## src/rtl/wb_arbiter.sv

```systemverilog
// wb_arbiter: write-back merge of ALU results and data-memory load results onto
// a single register-file write port. ALU results always win; loads that cannot
// be written immediately wait in a small FIFO. Queued loads that are overwritten
// by a younger ALU write to the same register are killed and later discarded.
// A combinational forwarding port exposes the youngest live queued load value
// for a given register.
module wb_arbiter #(
  parameter int DEPTH     = 4,
  parameter int REG_AW    = 5,
  parameter int DW        = 16,
  parameter bit ZERO_DROP = 1'b1,
  localparam int PW       = $clog2(DEPTH),
  localparam int CW       = PW + 1
) (
  input  logic              clk_i,
  input  logic              rst,
  input  logic              mem_ena_i,
  input  logic [REG_AW-1:0] mem_adr_i,
  input  logic [DW-1:0]     mem_data_i,
  input  logic              alu_ena_i,
  input  logic [REG_AW-1:0] alu_adr_i,
  input  logic [DW-1:0]     alu_data_i,
  input  logic [REG_AW-1:0] fwd_adr_i,
  output logic              fwd_hit_o,
  output logic [DW-1:0]     fwd_data_o,
  output logic              rf_we_o,
  output logic [REG_AW-1:0] rf_adr_o,
  output logic [DW-1:0]     rf_data_o,
  output logic              full_o,
  output logic [CW-1:0]     count_o,
  output logic              ovf_o
);

  // Load FIFO storage. Pointers carry one extra wrap bit so that full and
  // empty are distinguishable from the pointer difference alone.
  logic [REG_AW-1:0] adr_q  [DEPTH];
  logic [DW-1:0]     data_q [DEPTH];
  logic [DEPTH-1:0]  kill_q, kill_d;
  logic [CW-1:0]     wr_ptr_q, wr_ptr_d;
  logic [CW-1:0]     rd_ptr_q, rd_ptr_d;

  // Registered register-file write port and sticky overflow flag.
  logic              rf_we_q, rf_we_d;
  logic [REG_AW-1:0] rf_adr_q, rf_adr_d;
  logic [DW-1:0]     rf_data_q, rf_data_d;
  logic              ovf_q, ovf_d;

  // Per-cycle decode.
  logic              mem_v, alu_v;
  logic [CW-1:0]     count;
  logic              empty, full;
  logic [PW-1:0]     wr_idx, rd_idx;
  logic              head_live, head_dead;
  logic              mem_waw;
  logic              bypass;
  logic              push, pop;

  // Input filtering, occupancy and head-of-queue status.
  always_comb begin
    mem_v     = mem_ena_i && !(ZERO_DROP && (mem_adr_i == '0));
    alu_v     = alu_ena_i && !(ZERO_DROP && (alu_adr_i == '0));
    count     = wr_ptr_q - rd_ptr_q;
    empty     = (count == '0);
    full      = (count == CW'(DEPTH));
    wr_idx    = wr_ptr_q[PW-1:0];
    rd_idx    = rd_ptr_q[PW-1:0];
    head_live = !empty && !kill_q[rd_idx];
    head_dead = !empty &&  kill_q[rd_idx];
    // A load racing an ALU write to the same register is the older value and
    // would be overwritten immediately, so it is consumed without effect.
    mem_waw   = alu_v && mem_v && (mem_adr_i == alu_adr_i);
  end

  // Source selection for the write port, FIFO push/pop, WAW kill marking.
  always_comb begin
    // NOTE: every signal gets a default here so no path leaves it unassigned,
    // which would otherwise infer a latch.
    rf_we_d   = 1'b0;
    rf_adr_d  = rf_adr_q;
    rf_data_d = rf_data_q;
    ovf_d     = ovf_q;
    kill_d    = kill_q;
    bypass    = 1'b0;
    push      = 1'b0;
    pop       = 1'b0;

    if (alu_v) begin
      rf_we_d   = 1'b1;
      rf_adr_d  = alu_adr_i;
      rf_data_d = alu_data_i;
    end else if (head_live) begin
      rf_we_d   = 1'b1;
      rf_adr_d  = adr_q[rd_idx];
      rf_data_d = data_q[rd_idx];
      pop       = 1'b1;
    end else if (head_dead) begin
      // Killed head leaves the queue without using the write port.
      pop = 1'b1;
    end else if (mem_v) begin
      // Only reachable with an empty FIFO: the load goes straight through.
      rf_we_d   = 1'b1;
      rf_adr_d  = mem_adr_i;
      rf_data_d = mem_data_i;
      bypass    = 1'b1;
    end

    if (mem_v && !bypass && !mem_waw) begin
      if (!full || pop) begin
        push = 1'b1;
      end else begin
        ovf_d = 1'b1;
      end
    end

    if (alu_v) begin
      for (int i = 0; i < DEPTH; i++) begin
        if (adr_q[i] == alu_adr_i) begin
          kill_d[i] = 1'b1;
        end
      end
    end

    // A freshly pushed slot always starts live; stale kill state from an
    // earlier occupant must not leak into it.
    if (push) begin
      kill_d[wr_idx] = 1'b0;
    end

    wr_ptr_d = wr_ptr_q + CW'(push);
    rd_ptr_d = rd_ptr_q + CW'(pop);
  end

  // Forwarding scan: walk queued entries oldest to youngest so the youngest
  // live match is the one left standing.
  always_comb begin
    logic [PW-1:0] idx;
    idx        = '0;
    fwd_hit_o  = 1'b0;
    fwd_data_o = '0;
    for (int k = 0; k < DEPTH; k++) begin
      idx = rd_idx + PW'(k);
      if ((CW'(k) < count) && !kill_q[idx] && (adr_q[idx] == fwd_adr_i)) begin
        fwd_hit_o  = 1'b1;
        fwd_data_o = data_q[idx];
      end
    end
  end

  // Control state and output register update with synchronous reset.
  always_ff @(posedge clk_i) begin
    // NOTE: sequential state is assigned with <= so every flop samples the
    // values computed before this edge, independent of statement order.
    if (rst) begin
      wr_ptr_q  <= '0;
      rd_ptr_q  <= '0;
      kill_q    <= '0;
      rf_we_q   <= 1'b0;
      rf_adr_q  <= '0;
      rf_data_q <= '0;
      ovf_q     <= 1'b0;
    end else begin
      wr_ptr_q  <= wr_ptr_d;
      rd_ptr_q  <= rd_ptr_d;
      kill_q    <= kill_d;
      rf_we_q   <= rf_we_d;
      rf_adr_q  <= rf_adr_d;
      rf_data_q <= rf_data_d;
      ovf_q     <= ovf_d;
    end
  end

  // FIFO payload write on push.
  always_ff @(posedge clk_i) begin
    // NOTE: payload storage is deliberately not reset; the pointers and kill
    // bits define which slots are meaningful, so stale data is never observed.
    if (push) begin
      adr_q[wr_idx]  <= mem_adr_i;
      data_q[wr_idx] <= mem_data_i;
    end
  end

  assign rf_we_o   = rf_we_q;
  assign rf_adr_o  = rf_adr_q;
  assign rf_data_o = rf_data_q;
  assign ovf_o     = ovf_q;
  assign full_o    = full;
  assign count_o   = count;

endmodule

```

## config.mk

```make
export PLATFORM = sky130hd
export DESIGN_NAME = wb_arbiter
export DESIGN_NICKNAME = d
export VERILOG_FILES = /design/src/rtl/wb_arbiter.sv
export SDC_FILE = /design/constraint.sdc
export NUM_CORES = 1
export LEC_CHECK = 0
export ABC_AREA = 0
export CAP_MARGIN = 40
export CORE_AREA = 2 2 121 123
export DETAILED_ROUTE_END_ITERATION = 8
export DIE_AREA = 0 0 123 125
export GPL_TIMING_DRIVEN = 0
export PLACE_DENSITY = 0.8
export SLEW_MARGIN = 30
export SYNTH_ARGS = -nofsm -noshare
export SYNTH_HDL_FRONTEND = slang
export SYNTH_SLANG_ARGS = --single-unit
export TNS_END_PERCENT = 50
```

## constraint.sdc

```tcl
create_clock -name clk_i -period 5.8 [get_ports clk_i]
set_input_delay 1.74 -clock clk_i [delete_from_list [all_inputs] [get_ports clk_i]]
set_output_delay 1.74 -clock clk_i [all_outputs]
set_load 0.03 [all_outputs]
```

* Word-level counts from Yosys, hierarchy flattened
Memory sizes are Yosys's and may differ from the RTL's. A register that Yosys moved wholly into a read port is not among the register bits.
Cells that the tools add are included.
** Storage, ports and cells
- Memories kept :: 2
- Register bits after elaboration :: 33
- Output and inout bits :: 44
- Logic and storage cells :: 120
- RAM bits :: 84
- Bits of input ports :: 51
** Operators by class
- Eq/ne operators :: 11
- Reduce and logical (&&, ||, !) cells :: 34
- Bitwise operators :: 3
- Magnitude comparators :: 10
- $add $sub $neg :: 6
- Muxes and demuxes :: 47
** Memory list
- data_q :: words 4, bits a word 16, rd ports 4, clocked after memory_dff 1, wr ports 1, line 37 : logic [DW-1:0] data_q [DEPTH];
- adr_q :: words 4, bits a word 5, rd ports 8, clocked after memory_dff 1, wr ports 1, line 36 : logic [REG_AW-1:0] adr_q [DEPTH];
** Operators by type and width (number)
- 16-bit 2-to-1 mux :: 8
- 5-bit == test :: 9
- 1-bit 2-to-1 mux :: 26
- 5-bit 2-to-1 mux :: 4
- 1-bit logical AND :: 17
- 2-bit by 3-bit < comparator with 1-bit output, second input constant :: 5
- 1-bit zero test :: 10
- 5-bit zero test :: 2
- 1-bit binary-select mux with 2-bit select :: 4
- 4-bit 2-to-1 mux :: 2
- 3-bit by 1-bit adder with 3-bit output :: 2
- 1-bit by 3-bit < comparator with 1-bit output, first input constant :: 2
- 2-bit by 3-bit < comparator with 1-bit output, first input constant :: 2
- 2-bit adder, second input constant :: 2
- 4-bit AND :: 1
- 2-bit 2-to-1 mux :: 2
- 4-bit inverter :: 1
- 2-bit AND reduction :: 2
- 3-bit == test, second input constant :: 1
- 3-bit zero test :: 1
- 3-bit inequality test, second input constant :: 1
- 3-bit nonzero test :: 1
- 3-bit subtractor :: 1
- 2-bit by 1-bit adder with 2-bit output, second input constant :: 1
- other kinds (4) :: 4

* Depth between registers and ports, before layout
Gate-level depths: netlist of the first run.
- Depth after elaboration :: 13
- Mapped depth :: 13
- Mapped depth without buffers :: 13

* Worst setup path before layout of the first run
No wires, ideal clock.
- Path kind :: input to output
- Start point :: in fwd_adr_i[0]
- End point :: out fwd_data_o[2]
- Setup slack :: 0.225 ns
- Arrival :: 3.835 ns
- Path buffers :: 3
- Stages :: 9
- Data required time :: 4.060 ns
- Cell sequence :: clkbuf_1 -> xnor2_1 -> nand4_2 -> or2_0 -> clkbuf_1 -> buf_2 -> nor3_1 -> nor4_1 -> o21ai_0
** On the way
- Longest elaborated chain between the ends :: 6
- Elaborated cells between the ends (all ways) :: 12
** Ends and longest elaborated chain
- from (decl) :: line 23 : input logic [REG_AW-1:0] fwd_adr_i,
- 5-bit == test :: line 142 : if ((CW'(k) < count) && !kill_q[idx] && (adr_q[idx] == fwd_adr_i)) begin
- 1-bit logical AND :: line 142
- 16-bit 2-to-1 mux (3 in series) :: line 142
- 16-bit 2-to-1 mux * :: line 142
- to (decl) :: line 25 : output logic [DW-1:0] fwd_data_o,
Every way passes the cells marked *; elsewhere a longest branch is shown, timed or not.

* Final worst setup path of the first run
- Start point :: in fwd_adr_i[1]
- End point :: out fwd_data_o[11]
Same word-level chain as after synthesis.

==> metrics.yaml, run 1 <==
detailed_routing:
  routedWlPerCell_um: 24.0
  routed_wl_mm: 26.5
  via_per_inst: 6.78
  vias: 7482
  dr.pass1.iters: 9
  drc: 0
  postRouteAntennaNets: 0
  drtIter0Drc: 1054
cells_and_area:
  final_cells: 1103
  multiInputGateArea_mm2: 0.00443
  post-route-util: 0.683
  finalInstanceArea_mm2: 0.00970
  layout_commonest_cell: "mux2i_1"
  area.growth.synth_to_final_pct: 22.9
  drive_above_1_share: 0.164
  fillerInstances: 1084
  antenna_cells: 0
  seq_area_mm2: 0.00318
  nNetsFinal: 963
  final_cell_mix: "mux2i_1 (89), nor3_1 (84), edfxtp_1 (84), clkdlybuf4s50_1 (67), nand2_1 (61)"
floorplan:
  start_util: 0.555
  die_height_um: 125
  std_cell_rows: 44
  core_area_mm2: 0.0142
  die_area_mm2: 0.0154
  chipWidth_um: 123
  io_pins: 95
place:
  hpwl_mm: 18.4
  place_area_mm2: 0.00910
  dpl_worst_slack_ns: -0.874
  port_buffers: 86
  place_inst: 1070
  place_congestion: 0.982
logic_synthesis:
  synthDistinctLibCells: 47
  synthCells: 788
  synth_top_cell_by_area: "edfxtp_1"
  synth_area_leaders: "edfxtp_1 (32%), mux2i_1 (11%), dfxtp_1 (8.4%), mux4_2 (6.3%), nor3_1 (5.6%)"
  async_reset_ff_frac: 0
  synth_flop_cell: "edfxtp_1"
  synth_top_area_frac: 0.320
  ys_seq_area_frac: 0.403
  synth_edf_count: 84
  synth_area_mm2: 0.00789
  syn-num-nets: 845
  yosysWarnings: 0
  ys_seq_elements: 117
  syn_area_per_cell_um2: 10.0
global_route:
  grt_pass1_vias: 7306
  antenna_found_initial: 0
  grt_pass1_wl_mm: 40.6
  grt_overflow_total: 0
  grt_max_degree: 17
  grt_usage: 0.348
timing:
  worst_slack_ns: 0.00972
  post-route-period-util: 0.998
  finalHoldViolCount: 0
  fin_skew_ns: 0.0103
  setup_viol: 0
  tightestPinTransition_ns: 0.745
  whs_ns: 0.460
  finalCriticalPeriod_ns: 5.79
  finalSetupTns_ns: 0
  slew_viol_final: 0
  fmax_mhz: 173
  relSlewSlack: 0.500
  rsz0062_at_grt: "yes"
worst_hold_path:
  min_from: "rf_adr_o[3]$_SDFFE_PP0P_"
  hp-class: "register to register"
clock_tree:
  hold_buffers: 0
  cts.path.max_buffers: 2
  clk_latency_ns: 0.43
  cts_tree: "built"
  cts_made_buffers: 17
  clockRootBuffer: "clkbuf_16"
  h-tree-depth: 4
  clock_sinks: 117
  path_clk_slew_ns: 0.06
worst_setup_path:
  worstReg2RegStart: "wr_ptr_q[0]$_SDFF_PP0_"
  crit_start: "fwd_adr_i[1]"
  crit_type: "input pin to primary output"
  critical_path_arrival_ns: 4.05
  required_ns: 4.06
  endpoint_kind: "primary output"
  crit_fanout: 10
  startpoint_type: "input pin"
run:
  cap_violations: 0
status:
  status: "complete, no violations"
pwr:
  p_leak_nw: 3.16
  vdd_drop_max_v: 0.000488
  power.density_mw_per_mm2: 503
  finalPower_mw: 4.88
-- state kept, by name, indices dropped and copies added, names as in the netlist, 3 cells and up --
register,count
rf_adr_o,5
wr_ptr_q,3
adr_q,20
rd_ptr_q,3
rf_data_o,16
data_q,64
kill_q,4
-- kinds of logic after synthesis --
group,count (synthesis),share of synthesized area
simple gates,287,0.184
fa+ha+maj,6,0.0105
mux,112,0.177
buf+inv,81,0.0452
compound gates,138,0.126
flops,117,0.403
xor+xnor,47,0.0539
-- cell type report --
cell class / instances / area share
repair buffers: 100 / 0.0961
inverters: 7 / 0.00271
clock inverters: 12 / 0.00942
multi-input cells: 590 / 0.457
clock buffers: 20 / 0.0472
well taps: 184 / 0.0237
plain buffers: 73 / 0.0355
flip-flops and latches: 117 / 0.328
-- worst max-delay path, cell delays in order --
cell           delay [ns]
dlygate4sd2_1        0.31
xnor2_1              0.25
nand4_1              0.44
clkbuf_1             0.44
o32ai_1              0.39
mux2i_1              0.13
o21ai_1              0.12
buf_2                0.22
-- routing by layer --
layer,wire length [um],GRT usage,vias up
met5,0,0,-
met4,1230,0.152,0
met3,3410,0.102,130
met2,12300,0.547,637
met1,9580,0.447,3487
li1,-,-,3228
-- power by group --
part / internal [mW] / leakage [nW] / switching (mW)
logic: 0.972 / 1.84 / 1.67
clock network: 0.577 / 0.276 / 0.419
registers: 1.10 / 1.04 / 0.136
total: 2.65 / 3.16 / 2.23
-- cells in the mapped netlist (all sizes together) (2+ instances only) --
cell	n
a211oi	32
a21oi	23
a31o	17
a31oi	7
and2	18
buf	34
clkbuf	40
dfxtp	33
edfxtp	84
ha	5
inv	7
mux2i	89
mux4	22
nand2	63
nand2b	2
nand3	4
nand3b	16
nand4	3
nor2	42
nor2b	22
nor3	89
nor4	22
o211ai	6
o21ai	18
o31a	15
o32ai	15
or2	2
or4	2
xnor2	28
xor2	18
-- repair_timing --
action,CTS,global route
buffers inserted,2,0
pin swaps,1,1
gates resized for setup,85,23
endpoints found under the setup margin,17,16
-- path summary, 6_finish.rpt --
kind                            slack (ns)  depth (start not counted)                        to
worst max register to register        2.05                         12    data_q[2][0]$_DFFE_PP_
worst min register to register        0.46                          2  rf_adr_o[3]$_SDFFE_PP0P_
worst max-delay path                  0.01                          8            fwd_data_o[11]
worst min-delay path                  0.46                          2  rf_adr_o[3]$_SDFFE_PP0P_
No activity file was read; power rests on OpenSTA's default activity.
==> inputs of run 2 (changes only) <==
CORE_AREA = 2 2 115 117   (was 2 2 121 123)
DIE_AREA = 0 0 117 119   (was 0 0 123 125)
DONT_BUFFER_PORTS = 1   (was unset)
PLACE_DENSITY = 0.78   (was 0.8)
==> metrics.yaml, run 2 (same netlist as run 1, synthesis figures left out) <==
status:
  status: "complete, no violations"
worst_setup_path:
  crit_type: "input pin to primary output"
  startpoint_type: "input pin"
  required_ns: 4.06
  crit_fanout: 10
  endpoint_kind: "primary output"
  r2r_end: "rf_data_o[2]$_SDFFE_PP0P_"
  r2r_cells: 12
  r2r_slack_ns: 2.16
  worstReg2RegStart: "rd_ptr_q[1]$_SDFF_PP0_"
  crit_start: "fwd_adr_i[0]"
  critical_path_arrival_ns: 4.05
cells_and_area:
  area.growth.synth_to_final_pct: 15.0
  antenna_cells: 0
  post-route-util: 0.705
  final_cell_mix: "mux2i_1 (89), edfxtp_1 (84), nor3_1 (83), nand2_1 (61), nor2_1 (42)"
  layout_commonest_cell: "mux2i_1"
  regMostFlops: "data_q"
  nNetsFinal: 881
  fillerInstances: 944
  largest_reg_flops: 64
  finalInstanceArea_mm2: 0.00907
  drive_above_1_share: 0.185
  final_cells: 1013
floorplan:
  std_cell_rows: 42
  die_area_mm2: 0.0139
  start_util: 0.613
  die_height_um: 119
  chipWidth_um: 117
  io_pins: 95
  core_area_mm2: 0.0129
clock_tree:
  h-tree-depth: 4
  cts.path.max_buffers: 2
  path_clk_slew_ns: 0.06
  clk_latency_ns: 0.43
  cts_setup_buffers: 0
  clock_sinks: 117
  hold_buffers: 0
  cts_tree: "built"
  clockRootBuffer: "clkbuf_16"
  cts_made_buffers: 17
global_route:
  gr-usage-met2: 0.622
  grt_pass1_wl_mm: 40.0
  grt_usage: 0.392
  grt_util_met3: 0.121
  grt_max_degree: 17
  busiest_layer: "met2"
  grt_overflow_total: 0
  antenna_found_initial: 0
  gr-usage-met1: 0.477
  grt_pass1_vias: 7164
place:
  port_buffers: 0
  hpwl_mm: 18.7
  place_area_mm2: 0.00826
  place_congestion: 0.941
  place_inst: 980
detailed_routing:
  postRouteAntennaNets: 0
  drc: 0
  vias: 7365
  routedWlPerCell_um: 27.0
  drtIter0Drc: 1120
  dr.pass1.iters: 6
  routed_wl_mm: 27.4
  via_per_inst: 7.27
pwr:
  vdd_drop_max_v: 0.000439
  finalPower_mw: 4.77
  power.density_mw_per_mm2: 525
  p_leak_nw: 2.87
timing:
  tightestPinTransition_ns: 0.836
  post-route-period-util: 0.999
  finalCriticalPeriod_ns: 5.79
  fin_skew_ns: 0.00888
  whs_ns: 0.580
  finalHoldViolCount: 0
  setup_viol: 0
  rsz0062_at_grt: "yes"
  relSlewSlack: 0.443
  fmax_mhz: 173
  slew_viol_final: 0
run:
  cap_violations: 0
worst_hold_path:
  hp-class: "register to register"
  worstHoldEndpoint: "rd_ptr_q[2]$_SDFF_PP0_"
  holdPathStages: 2
  min_from: "rd_ptr_q[2]$_SDFF_PP0_"
-- run 2: cell types whose count changed in the layout (fill, tap and decap cells not counted), sizes merged --
cell           previous run  this run
dlygate4sd2               3         0
clkdlybuf4s15             5         0
clkinvlp                  0         1
clkbuf                   62        66
inv                      15        13
buf                      56        46
clkdlybuf4s50            67         0
-- run 2: timing repair --
item | CTS | global route
gates resized for setup | 27 | 23
setup endpoints to repair | 16 | 14
gates cloned | 0 | 0
pin swaps | 0 | 9
-- run 2: layer usage --
| layer | vias to the layer above | part of all wire |
|---|---|---|
| met3 | 141 | 0.13 |
| met5 | - | 0 |
| met4 | 0 | 0.045 |
| met1 | 3496 | 0.34 |
| li1 | 3077 | - |
| met2 | 651 | 0.48 |
-- run 2: worst max-delay path by stage --
stage,endpoint,slack (ns),depth (start not counted)
CTS,fwd_data_o[15],0.02,9
global placement,data_q[0][2]$_DFFE_PP_,-1.28,7
detailed placement,fwd_data_o[14],-0.45,8
floorplan,fwd_data_o[2],0.22,9
finish,fwd_data_o[13],0.007,8
global route,fwd_data_o[13],-0.002,8
-- run 2: metrics by stage --
step | setup TNS (ns) | setup slack (ns)
6_report | 0 | 0.00659
4_1_cts | 0 | 0.0157
3_5_place_dp | -4.81 | -0.451
3_3_place_gp | -109.47 | -1.28
5_1_grt | -0.00194 | -0.00194
2_1_floorplan | 0 | 0.225
-- run 2: layout make-up --
type,instances,area [um^2],share of cell area
Multi-Input combinational cell,590,4590,0.506
Sequential cell,117,3180,0.351
Clock buffer,21,483,0.0532
Buffer,74,345,0.0381
Tap cell,176,220,0.0243
Timing Repair Buffer,17,136,0.0150
Clock inverter,11,86.3,0.00951
Inverter,7,26.3,0.00290
-- run 2: critical path, cell delays in order --
cell      delay, ns
clkbuf_2       0.19
xnor2_4        0.24
nand4_4        0.26
or2_0          0.29
clkbuf_1       0.21
a221o_2        0.50
buf_4          0.28
o21ai_4        0.32
-- run 2: where the power goes --
group / switching [mW] / internal [mW] / total, mW
logic: 1.54 / 0.803 / 2.35
registers: 0.296 / 1.10 / 1.40
clock network: 0.417 / 0.603 / 1.02
==> inputs of run 3 (changes only) <==
CORE_AREA = 2 2 119 121   (was 2 2 115 117)
DIE_AREA = 0 0 121 123   (was 0 0 117 119)
PLACE_DENSITY = 0.75   (was 0.78)
clock period = 4.7 ns   (was 5.8 ns; I/O delays follow)
==> metrics.yaml, run 3 (same netlist as run 1, synthesis figures left out) <==
floorplan:
  die_area_mm2: 0.0149
  std_cell_rows: 43
  io_pins: 95
  start_util: 0.580
  core_area_mm2: 0.0136
  chipWidth_um: 121
  die_height_um: 123
timing:
  worst_slack_ns: -0.0569
  tightestPinTransition_ns: 0.861
  rsz0062_at_grt: "yes"
  slew_viol_final: 0
  fmax_mhz: 210
  post-route-period-util: 1.01
  whs_ns: 0.582
  finalCriticalPeriod_ns: 4.76
  finalHoldViolCount: 0
  setup_viol: 5
  fin_skew_ns: 0.00872
  relSlewSlack: 0.422
place:
  port_buffers: 0
  hpwl_mm: 18.8
  place_congestion: 0.957
  place_area_mm2: 0.00826
  place_inst: 978
detailed_routing:
  routedWlPerCell_um: 27.7
  drtIter0Drc: 1069
  routed_wl_mm: 28.8
  via_per_inst: 7.16
  dr.pass1.iters: 7
  postRouteAntennaNets: 0
  vias: 7442
  drc: 0
clock_tree:
  clock_sinks: 117
  cts.path.max_buffers: 2
  clk_latency_ns: 0.44
  hold_buffers: 0
  clockRootBuffer: "clkbuf_16"
  cts_tree: "built"
  path_clk_slew_ns: 0.06
  cts_made_buffers: 17
  h-tree-depth: 4
global_route:
  grt_pass1_wl_mm: 41.6
  grt_usage: 0.379
  grt_max_degree: 17
  grt_pass1_vias: 7346
  antenna_found_initial: 0
  grt_overflow_total: 0
status:
  violations: "setup timing"
  status: "finished with violations"
worst_setup_path:
  crit_fanout: 4
  crit_type: "register to primary output"
  endpoint_kind: "primary output"
  startpoint_type: "register"
  required_ns: 3.29
  critical_path_arrival_ns: 3.35
pwr:
  vdd_drop_max_v: 0.000619
  power.density_mw_per_mm2: 650
  finalPower_mw: 6.28
  p_leak_nw: 3.07
cells_and_area:
  largest_reg_flops: 64
  final_cell_mix: "mux2i_1 (85), edfxtp_1 (84), nor3_1 (81), nand2_1 (61), nor2_1 (41)"
  final_cells: 1039
  area.growth.synth_to_final_pct: 22.4
  post-route-util: 0.709
  drive_above_1_share: 0.256
  finalInstanceArea_mm2: 0.00966
  nNetsFinal: 902
  fillerInstances: 938
  regMostFlops: "data_q"
  layout_commonest_cell: "mux2i_1"
worst_hold_path:
  hp-class: "register to register"
run:
  cap_violations: 0
-- run 3: cell type report --
| type | count | area (um^2) | share of cell area |
|---|---|---|---|
| plain buffers | 72 | 424 | 0.0439 |
| multi-input cells | 590 | 4850 | 0.502 |
| clock buffers | 18 | 450 | 0.0467 |
| clock inverters | 14 | 126 | 0.0131 |
| flip-flops and latches | 117 | 3200 | 0.331 |
| diodes | 1 | 2.50 | 0.000259 |
| inverters | 7 | 35.0 | 0.00363 |
| repair buffers | 40 | 350 | 0.0363 |
| well taps | 180 | 225 | 0.0233 |
-- run 3: stage by stage --
stage / worst slack (ns) / setup TNS, ns
final: -0.0569 / -0.0790
after global routing: -0.0919 / -0.563
after CTS: -0.0230 / -0.0254
after detailed placement: -0.819 / -11.69
after global placement: -2.18 / -112.69
after floorplan: -0.215 / -5.83
-- run 3: power by group --
part | internal, mW | switching (mW) | total, mW
registers | 1.37 | 0.376 | 1.74
logic | 1.20 | 2.05 | 3.25
clock network | 0.730 | 0.558 | 1.29
-- run 3: path summary, 6_finish.rpt --
path | from | end | slack, ns | cells past startpoint
worst min register to register | rd_ptr_q[2]$_SDFF_PP0_ | rd_ptr_q[2]$_SDFF_PP0_ | 0.58 | 2
worst max-delay path | wr_ptr_q[0]$_SDFF_PP0_ | fwd_data_o[9] | -0.06 | 10
worst min-delay path | rd_ptr_q[2]$_SDFF_PP0_ | rd_ptr_q[2]$_SDFF_PP0_ | 0.58 | 2
worst max register to register | wr_ptr_q[0]$_SDFF_PP0_ | wr_ptr_q[1]$_SDFF_PP0_ | 1.28 | 12
-- run 3: metal layers --
metal  vias up  wire length, um  GRT usage
li1       3100                -          -
met1      3579            10400      0.468
met2       621            13300      0.604
met3       142             3530      0.106
met4         0             1450      0.210
met5         -                0          0
-- run 3: critical path, stage by stage, from the launching register on --
cell      delay, ns
dfxtp_4        0.38
inv_6          0.04
ha_4           0.15
fa_2           0.50
or2_2          0.30
a21o_1         0.23
a21oi_4        0.21
buf_12         0.14
nand3_4        0.09
o32a_1         0.19
o211ai_1       0.67
-- run 3: repair_timing --
action,4_1_cts,5_1_grt
pin swaps,16,11
gates cloned,0,0
setup endpoints to repair,17,16
gates resized for setup,92,43
buffers inserted,21,9
